[src/rtl/ifetch_queue.sv]
// Decoupled IF stage: owns the fetch PC, one outstanding bus request, DEPTH-entry instruction FIFO to ID.
// Latency: response accepted on data_ok appears at the FIFO head the following cycle (no bypass).
// Backpressure: out_ready stalls the head; a request is only issued while a free FIFO slot can be reserved.
module ifetch_queue #(
    parameter int                XLEN     = 64,
    parameter int                ILEN     = 32,
    parameter int                DEPTH    = 4,
    parameter logic [XLEN-1:0]   RESET_PC = 64'h8000_0000
) (
    input  logic                       clk,
    input  logic                       reset,
    output logic                       ireq_valid,
    output logic [XLEN-1:0]            ireq_addr,
    input  logic                       iresp_data_ok,
    input  logic [ILEN-1:0]            iresp_data,
    input  logic                       redirect_valid,
    input  logic [XLEN-1:0]            redirect_pc,
    output logic                       out_valid,
    output logic [XLEN-1:0]            out_pc,
    output logic [ILEN-1:0]            out_instr,
    input  logic                       out_ready,
    output logic [$clog2(DEPTH):0]     count
);

    localparam int PW = $clog2(DEPTH);
    localparam int CW = PW + 1;
    localparam logic [CW-1:0] DEPTH_C = CW'(DEPTH);

    typedef enum logic [1:0] {IDLE, BUSY, DROP} state_t;

    typedef struct packed {
        logic [XLEN-1:0] pc;
        logic [ILEN-1:0] instr;
    } entry_t;

    state_t            state, state_nxt;
    logic [XLEN-1:0]   fetch_pc, fetch_pc_nxt;
    logic [XLEN-1:0]   req_pc, req_pc_nxt;
    logic [XLEN-1:0]   redir_al;
    entry_t            mem [DEPTH];
    logic [PW-1:0]     wr_ptr, rd_ptr;
    logic              push, pop;
    logic [CW-1:0]     occ_next;

    assign redir_al   = redirect_pc & ~XLEN'(3);
    assign ireq_valid = (state != IDLE);
    assign ireq_addr  = req_pc;
    assign out_valid  = (count != '0);
    assign out_pc     = mem[rd_ptr].pc;
    assign out_instr  = mem[rd_ptr].instr;

    // Redirect squashes both the response and any pop landing in the same cycle.
    assign push     = (state == BUSY) && iresp_data_ok && !redirect_valid;
    assign pop      = out_valid && out_ready && !redirect_valid;
    assign occ_next = count + CW'(push) - CW'(pop);

    always_comb begin
        state_nxt    = state;
        fetch_pc_nxt = fetch_pc;
        req_pc_nxt   = req_pc;
        case (state)
            IDLE: begin
                if (redirect_valid) begin
                    fetch_pc_nxt = redir_al;
                end else if (occ_next < DEPTH_C) begin
                    state_nxt    = BUSY;
                    req_pc_nxt   = fetch_pc;
                    fetch_pc_nxt = fetch_pc + XLEN'(4);
                end
            end
            BUSY: begin
                if (redirect_valid && iresp_data_ok) begin
                    req_pc_nxt   = redir_al;
                    fetch_pc_nxt = redir_al + XLEN'(4);
                end else if (redirect_valid) begin
                    state_nxt    = DROP;
                    fetch_pc_nxt = redir_al;
                end else if (iresp_data_ok) begin
                    if (occ_next < DEPTH_C) begin
                        req_pc_nxt   = fetch_pc;
                        fetch_pc_nxt = fetch_pc + XLEN'(4);
                    end else begin
                        state_nxt = IDLE;
                    end
                end
            end
            DROP: begin
                // The stale response is swallowed; a same-cycle redirect picks the restart PC.
                if (iresp_data_ok) begin
                    state_nxt    = BUSY;
                    req_pc_nxt   = redirect_valid ? redir_al : fetch_pc;
                    fetch_pc_nxt = (redirect_valid ? redir_al : fetch_pc) + XLEN'(4);
                end else if (redirect_valid) begin
                    fetch_pc_nxt = redir_al;
                end
            end
            default: state_nxt = IDLE;
        endcase
    end

    always_ff @(posedge clk or negedge reset) begin
        if (!reset) begin
            state    <= IDLE;
            fetch_pc <= RESET_PC;
            req_pc   <= RESET_PC;
        end else begin
            state    <= state_nxt;
            fetch_pc <= fetch_pc_nxt;
            req_pc   <= req_pc_nxt;
        end
    end

    always_ff @(posedge clk or negedge reset) begin
        if (!reset) begin
            wr_ptr <= '0;
            rd_ptr <= '0;
            count  <= '0;
            for (int i = 0; i < DEPTH; i++) begin
                mem[i] <= '0;
            end
        end else if (redirect_valid) begin
            wr_ptr <= '0;
            rd_ptr <= '0;
            count  <= '0;
        end else begin
            if (push) begin
                mem[wr_ptr] <= '{pc: req_pc, instr: iresp_data};
                wr_ptr      <= wr_ptr + PW'(1);
            end
            if (pop) begin
                rd_ptr <= rd_ptr + PW'(1);
            end
            count <= occ_next;
        end
    end

endmodule

[config.mk]
export PLATFORM = sky130hd
export DESIGN_NAME = ifetch_queue
export DESIGN_NICKNAME = d
export VERILOG_FILES = /design/src/rtl/ifetch_queue.sv
export SDC_FILE = /design/constraint.sdc
export NUM_CORES = 1
export LEC_CHECK = 0
export CAP_MARGIN = 10
export CELL_PAD_IN_SITES_DETAIL_PLACEMENT = 1
export CELL_PAD_IN_SITES_GLOBAL_PLACEMENT = 2
export CORE_ASPECT_RATIO = 1.75
export CORE_MARGIN = 2
export CORE_UTILIZATION = 43
export CTS_CLUSTER_SIZE = 16
export DETAILED_ROUTE_END_ITERATION = 10
export DONT_BUFFER_PORTS = 1
export PLACE_DENSITY = 0.82
export SLEW_MARGIN = 25
export SYNTH_ARGS = -nofsm -noshare
export SYNTH_HDL_FRONTEND = slang
export SYNTH_SLANG_ARGS = --single-unit
[constraint.sdc]
create_clock -name clk -period 4.6 [get_ports clk]
set_input_delay 1.15 -clock clk [delete_from_list [all_inputs] [get_ports clk]]
set_output_delay 1.15 -clock clk [all_outputs]
set_load 0.02 [all_outputs]
==> results.toml, run 1 <==
[cells_and_area]
drive_gt1_share_pct = 27.7
fill_cells = 7161
fin_nets = 2800
area_delta_synth_final_pct = 11.2
diodes = 0

[worst_setup_path]
worstPathRequired_ps = 5080
startpoint_type = "input port"
critPathKind = "input port to flop"
worstPathArrival_ps = 4840
reg2reg_depth = 18
critPathLaunch = "redirect_valid"
r2r_start = "state[1]$_DFFE_PN0P_"
r2r-end = "fetch_pc[51]$_DFFE_PN0P_"
cp-end-kind = "flop"
rrSetupSlack_ps = 340
crit_fanout = 182
endpoint = "fetch_pc[51]$_DFFE_PN0P_"

[drt]
finalWirelength_um = 115000
wl_per_cell_um = 31.6
antenna_left = 0
viasPerCell = 6.51
drc = 0
routed-via-count = 23600
drt-pass1-iter-count = 6
drt_iter0_drc = 1664

[floorplanning]
die_area_mm2 = 0.0708
fp.dieH_um = 351
fp-row-count = 127
die_x_um = 202
floorplan.initialDensity_pct = 43.3
core_mm2 = 0.0682
io_pins = 266

[clock_tree]
cts_tree = "built"
path_clk_slew_ps = 70
cts.sinks = 521
cts-resized-gates = 0
htree_num_levels = 2
postCtsSetupBuffers = 0
clk_latency_ps = 620
cts_hold_buf = 0
cts_root_buf = "clkbuf_16"
cts_buffers = 50
clockBufferDepth = 3

[placed_design]
io_buffers = 0
gp_congestion = 0.983
hpwl_um = 79400

[timing]
fmax_ghz = 0.229
slew_violations = 0
hold_viol = 0
setup_violations = 0
period_minus_slack_ps = 4360
min_period_over_period_pct = 94.7
rsz0062_at_grt = "false"
hold_slack_ps = 239
clock_skew_ps = 22.4
max_slew_margin_pct = 28.1
tightest_slew_ps = 1080
setup-tns-final_ps = 0

[grt]
grt_overflow = 0
grt.total_usage_pct = 31.8
grt_pass1_wl_um = 169000
antenna_found_initial = 0
grt_max_degree = 522
first_global_vias = 25500

[yosys]
ys_ff_latch = 521
synth-edff-count = 0
synth_area_leader_cell = "dfrtp_1"
synth_cell_type_count = 85
synth-seq-area-share_pct = 44.2
yosys-top-cells-count = "dfrtp_1 (519), mux2_2 (401), nand2_1 (262)"
syn_area_per_cell_um2 = 10.8
syn_area_mm2 = 0.0295
yosysWarnings = 0
syn_inst = 2736
async_flop_share_pct = 100
synth_fp_nets = 2851
synth_top_area_share_pct = 44.0
synth_most_common_cell = "dfrtp_1"
synthTopCellsByArea = "dfrtp_1 (44%), mux2_2 (15%), mux4_2 (7.3%), nand2_1 (3.3%), o21ai_0 (3.2%)"
ys.flop_type = "dfrtp_1"

[min_path]
hold_path.class = "input port to async pin"

[status]
status = "finished, final reports clean"

[pwr]
leakage_nw = 14.0
ir_drop_uv = 512
power_density_mw_per_mm2 = 619

[flow_run]
cap_violations = 0
worst max-delay path: stages:
cell and delay (ps):
nor2b_1 260, and2_1 170, inv_1 50, ha_1 260, inv_1 50, ha_1 130
inv_1 60, fa_2 380, xnor3_1 360, buf_4 190, and3_1 190, nand4_1 230
or4_1 580, nor4b_1 170, a211oi_1 270, o211ai_1 130
cell usage in the layout (no fill, tap or decap), types with 64 or more instances in the layout:
master	netlist	layout
dfrtp_1	519	517
mux2_2	401	401
nand2_1	262	258
o21ai_0	187	186
nor2_1	127	124
buf_4	4	110
mux4_2	96	96
a21oi_1	90	88
nand3_1	78	78
a22oi_1	76	76
xnor2_1	64	64
worst min-delay path by stage:
stage                            start                 endpoint  slack, ps  cells after the start
6_report                         reset      mem[30]$_DFFE_PN0P_        240                      0
5_1_grt                          reset      mem[30]$_DFFE_PN0P_        210                      0
4_1_cts                          reset     mem[126]$_DFFE_PN0P_        220                      0
3_5_place_dp   fetch_pc[1]$_DFFE_PN0P_  fetch_pc[1]$_DFFE_PN0P_        480                      1
3_3_place_gp   fetch_pc[1]$_DFFE_PN0P_  fetch_pc[1]$_DFFE_PN0P_        470                      1
2_1_floorplan  fetch_pc[0]$_DFFE_PN0P_  fetch_pc[0]$_DFFE_PN0P_        450                      1
stage by stage:
| step | total power [mW] | cell area [um2] | utilization (%) | instances | worst slack (ps) |
|---|---|---|---|---|---|
| finish | 20.3 | 32800 | 48.1 | 3629 | 242 |
| global route | 21.2 | 32800 | 48.1 | 3629 | 140 |
| CTS | 20.2 | 32700 | 48.0 | 3626 | 399 |
| detailed placement | 15.6 | 31000 | 45.4 | 3533 | -85.3 |
| global placement | 15.2 | 31000 | 45.4 | 3533 | 7.60 |
| floorplan | 12.5 | 29600 | - | 2736 | -552 |
registers in the layout (all words and copies together) (netlist names):
| register | count |
|---|---|
| state | 2 |
| wr_ptr | 2 |
| rd_ptr | 2 |
| fetch_pc | 64 |
| count | 3 |
| mem | 384 |
| ireq_addr | 64 |
layer usage:
layer  part of all wire [%]  vias to the layer above  routed length (um)  GRT usage [%]
met5                      0                        -                   0              0
met4                    7.7                        0                8810           21.4
met3                    6.2                      339                7150           6.33
met2                     50                      920               56800           55.1
met1                     37                    12300               41900           35.3
li1                       -                    10000                   -              -
cells by family (layout without fill, tap and decap cells):
| family | Yosys count | count (layout) | share of synthesized area [%] |
|---|---|---|---|
| mux | 539 | 539 | 24.0 |
| simple gates | 727 | 727 | 12.1 |
| fa+ha+maj | 14 | 14 | 0.619 |
| compound gates | 544 | 544 | 11.9 |
| buf+inv | 274 | 264 | 3.64 |
| flops | 521 | 521 | 44.2 |
| xor+xnor | 117 | 117 | 3.57 |
report_power, final:
part	switching, mW	total [mW]	internal, mW
combinational	5.07	8.14	3.07
clock	1.96	4.51	2.55
sequential	1.78	7.65	5.87
total	8.81	20.3	11.5
cell type report:
type | instances | area (um2) | share of cell area, %
clock buffer | 68 | 1430 | 4.35
clock inverter | 25 | 343 | 1.04
inverter | 45 | 169 | 0.515
multi-input combinational | 1941 | 15500 | 47.3
sequential | 521 | 13000 | 39.8
tap | 903 | 1130 | 3.44
timing repair buffer | 126 | 1170 | 3.56
No activity file was read; power rests on OpenSTA's default activity.
==> run 2, diff against run 1 <==
MAX_ROUTING_LAYER = met4   (was unset)
SETUP_SLACK_MARGIN = 0.3   (was unset)
==> results.toml, run 2 (synthesis results as in run 1) <==
[status]
status = "finished, violations left"
violations = "slew limit"

[clock_tree]
cts_hold_buf = 0
clk_latency_ps = 600
cts_tree = "built"
clockBufferDepth = 3
cts_buffers = 50
cts.sinks = 521
path_clk_slew_ps = 70
htree_num_levels = 2
cts_root_buf = "clkbuf_16"

[timing]
max_slew_margin_pct = -67.9
slew_violations = 390
min_period_over_period_pct = 89.1
rsz0062_at_grt = "false"
period_minus_slack_ps = 4100
clock_skew_ps = 29.3
tightest_slew_ps = 2520
fmax_ghz = 0.244
hold_viol = 0
setup_violations = 0
setup_slack_ps = 503

[floorplanning]
fp-row-count = 127
io_pins = 266
floorplan.initialDensity_pct = 43.3
die_area_mm2 = 0.0708
fp.dieH_um = 351
die_x_um = 202
core_mm2 = 0.0682

[cells_and_area]
fin_nets = 2784
largest_register = "mem"
layout_common_cells = "dfrtp_1 (517), mux2_2 (401), nand2_1 (258)"
final_cells = 3614
largest_reg_flops = 384
drive_gt1_share_pct = 27.2
final_common_cell = "dfrtp_1"
final_area_mm2 = 0.0326
area_delta_synth_final_pct = 10.4

[drt]
antenna_left = 0
viasPerCell = 6.51
drc = 0
wl_per_cell_um = 31.1
finalWirelength_um = 112000
drt-pass1-iter-count = 5
routed-via-count = 23500
drt_iter0_drc = 1983

[flow_run]
cap_violations = 0

[placed_design]
gp_congestion = 0.950
pre_cts_ws_ps = -50.1
dpl.cell_count = 3519
place_area_mm2 = 0.0308
hpwl_um = 77300
io_buffers = 0

[worst_setup_path]
cp-end-kind = "flop"
critPathKind = "flop to flop"
startpoint_type = "flop"
worstPathArrival_ps = 4560
worstPathRequired_ps = 5060
crit_fanout = 4

[pwr]
power_density_mw_per_mm2 = 612
ir_drop_uv = 575
leakage_nw = 13.9

[grt]
grt_overflow = 0
grt_pass1_wl_um = 168000
antenna_found_initial = 3
grt_max_degree = 522
grt.total_usage_pct = 32.4
first_global_vias = 25500

[min_path]
hold_path.class = "input port to async pin"
[run 2: cell types whose count changed in the layout (fill, tap and decap cells not counted), moves of 4 or more]
cell      previous run  this run
o21ai_1              1         8
o21ai_0            186       179
buf_4              110        99
clkbuf_1             7        13
inv_6                5         1
[run 2: power breakdown]
group,internal (mW),switching (mW)
registers,5.87,1.80
clock network,2.47,1.90
logic,3.01,4.87
total,11.4,8.58
[run 2: what timing repair did]
| item | CTS | global route |
|---|---|---|
| setup buffers | 0 | 1 |
| setup endpoints to repair | 0 | 7 |
| resized for setup | 0 | 4 |
[run 2: per-stage QoR]
stage                     total power, mW  TNS, ps  hold WS (ps)  util, %
after CTS                            20.0        0           226     47.8
final                                19.9        0           264     47.8
after global placement               15.0        0           470     45.2
after detailed placement             15.5    -79.2           487     45.2
after floorplan                      12.6    -7610           454        -
after global routing                 20.8        0           240     47.8
[run 2: layer usage]
layer / part of all wire [%] / vias to the layer above / track usage, %
met5: 0 / - / -
met4: 6.3 / 0 / 18.4
met3: 6.7 / 298 / 6.76
met2: 50 / 851 / 54.6
met1: 37 / 12400 / 35.6
li1: - / 10000 / -
[run 2: final cells by class]
type / count / area [um2]
well taps: 903 / 1130
multi-input cells: 1941 / 15500
flip-flops and latches: 521 / 13000
clock inverters: 16 / 225
repair buffers: 110 / 963
inverters: 45 / 169
diodes: 2 / 5.00
clock buffers: 76 / 1490
fillers: 7234 / 35600
[run 2: worst max-delay path, cell delays in order (launching register included)]
cell	delay (ps)
dfrtp_1	410
inv_2	100
ha_1	170
nor2b_1	160
and2_1	180
inv_1	50
ha_1	270
inv_1	70
ha_1	140
inv_1	60
fa_2	380
xnor3_2	300
and3_1	270
nand4_1	230
or4_1	580
nor4b_1	170
a211oi_1	280
o211ai_1	130
[run 2: worst paths after layout]
| kind | from | endpoint | slack (ps) | depth (start not counted) |
|---|---|---|---|---|
| worst max-delay path | state[1]$_DFFE_PN0P_ | fetch_pc[51]$_DFFE_PN0P_ | 500 | 17 |
| worst min-delay path | reset | mem[312]$_DFFE_PN0P_ | 260 | 0 |
| worst max register to register | state[1]$_DFFE_PN0P_ | fetch_pc[51]$_DFFE_PN0P_ | 500 | 17 |
| worst min register to register | mem[183]$_DFFE_PN0P_ | mem[183]$_DFFE_PN0P_ | 500 | 1 |
| max in group asynchronous | reset | fetch_pc[34]$_DFFE_PN0P_ | 2370 | 0 |
| min in group clk | mem[183]$_DFFE_PN0P_ | mem[183]$_DFFE_PN0P_ | 500 | 1 |
==> run 3, diff against run 2 <==
==> constraint.sdc (replaced) <==
create_clock -name clk -period 4.6 [get_ports clk]
set_input_delay 1.15 -clock clk [delete_from_list [all_inputs] [get_ports clk]]
set_output_delay 1.15 -clock clk [all_outputs]
set_load 0.01 [all_outputs]
==> results.toml, run 3 (synthesis results as in run 1) <==
[grt]
antenna_found_initial = 4
first_global_vias = 25800
grt_max_degree = 522
grt_pass1_wl_um = 172000
grt.total_usage_pct = 33.2
grt_overflow = 0

[clock_tree]
cts.sinks = 521
cts_buffers = 49
clockBufferDepth = 3
htree_num_levels = 2
cts_root_buf = "clkbuf_16"
path_clk_slew_ps = 70
clk_latency_ps = 600
cts_tree = "built"

[placed_design]
pre_cts_ws_ps = 41.3
hpwl_um = 79700
gp_congestion = 0.971
io_buffers = 0

[cells_and_area]
drive_gt1_share_pct = 27.4
fin_nets = 2783
fill_cells = 7193
layout_common_cells = "dfrtp_1 (516), mux2_2 (401), nand2_1 (258)"
largest_register = "mem"
final_common_cell = "dfrtp_1"
area_delta_synth_final_pct = 10.3
multi_input_area_mm2 = 0.0156
final_util_pct = 47.8
regArea_mm2 = 0.0130
largest_reg_flops = 384

[floorplanning]
fp.dieH_um = 351
fp-row-count = 127
io_pins = 266
die_area_mm2 = 0.0708
floorplan.initialDensity_pct = 43.3
core_mm2 = 0.0682
die_x_um = 202

[timing]
period_minus_slack_ps = 4090
tightest_slew_ps = 2370
rsz0062_at_grt = "false"
max_slew_margin_pct = -58.3
setup_slack_ps = 513
setup-tns-final_ps = 0
clock_skew_ps = 23.1
hold_viol = 0
setup_violations = 0
min_period_over_period_pct = 88.8
fmax_ghz = 0.245
slew_violations = 316

[min_path]
hold_path.class = "input port to async pin"

[drt]
drt_iter0_drc = 1653
viasPerCell = 6.53
drt-pass1-iter-count = 5
antenna_left = 0
wl_per_cell_um = 31.7
finalWirelength_um = 115000
routed-via-count = 23600
drc = 0

[worst_setup_path]
worstPathArrival_ps = 4640
worstPathRequired_ps = 5150
crit_fanout = 7
critPathKind = "flop to flop"
cp-end-kind = "flop"
startpoint_type = "flop"

[flow_run]
cap_violations = 0

[pwr]
ir_drop_uv = 369
power_density_mw_per_mm2 = 598
total_power_mw = 19.5
leakage_nw = 13.8

[status]
status = "finished, violations left"
violations = "slew limit"
-- run 3: repair_timing --
action / 4_1_cts / 5_1_grt
setup endpoints to repair: 0 / 18
hold buffers: 0 / 0
gates resized for setup: 0 / 5
setup buffers: 0 / 0
-- run 3: final cells by class --
cell class / instances / area share, %
antenna: 2 / 0.0154
clock buffer: 67 / 4.25
clock inverter: 23 / 0.911
inverter: 45 / 0.519
multi-input combinational: 1941 / 47.8
sequential: 521 / 40.1
tap: 903 / 3.47
timing repair buffer: 110 / 2.96
-- run 3: final timing paths --
check	startpoint	cells past startpoint	slack, ps	to
setup / recovery	count[0]$_DFF_PN0_	17	510	fetch_pc[54]$_DFFE_PN0P_
hold / removal	reset	0	260	mem[315]$_DFFE_PN0P_
setup reg to reg	count[0]$_DFF_PN0_	17	510	fetch_pc[54]$_DFFE_PN0P_
hold reg to reg	fetch_pc[1]$_DFFE_PN0P_	1	500	fetch_pc[1]$_DFFE_PN0P_
max in group asynchronous	reset	0	2470	mem[270]$_DFFE_PN0P_
min in group clk	fetch_pc[1]$_DFFE_PN0P_	1	500	fetch_pc[1]$_DFFE_PN0P_
-- run 3: per-stage QoR --
| step | instance area [um2] | std cells | hold WS [ps] |
|---|---|---|---|
| CTS | 32500 | 3610 | 215 |
| floorplan | 29700 | 2736 | 454 |
| global route | 32600 | 3612 | 236 |
| detailed placement | 30900 | 3520 | 486 |
| global placement | 30800 | 3520 | 478 |
| finish | 32600 | 3612 | 260 |
-- run 3: report_power, final --
part | leakage [nW] | switching, mW | internal [mW]
Clock | 0.820 | 1.91 | 2.42
Sequential | 6.95 | 1.67 | 5.88
Combinational | 6.08 | 4.53 | 3.06
-- run 3: critical path, stage by stage, from the launching register on --
cell	delay (ps)
dfrtp_2	470
or3_4	410
nand2_1	170
nor2_2	60
ha_1	290
inv_1	60
ha_1	140
inv_1	60
fa_2	380
xor3_2	310
nor2_2	130
nand4_1	100
buf_4	230
buf_4	180
nor4_1	540
o21ai_0	180
a21oi_1	190
a211o_1	120
-- run 3: per-layer routing --
layer	global-route usage [%]	vias to the layer above	routed length [um]
met4	20.2	0	8130
met3	7.11	375	7910
met5	-	-	0
met2	55.9	966	56900
li1	-	9989	-
met1	36.0	12300	41600
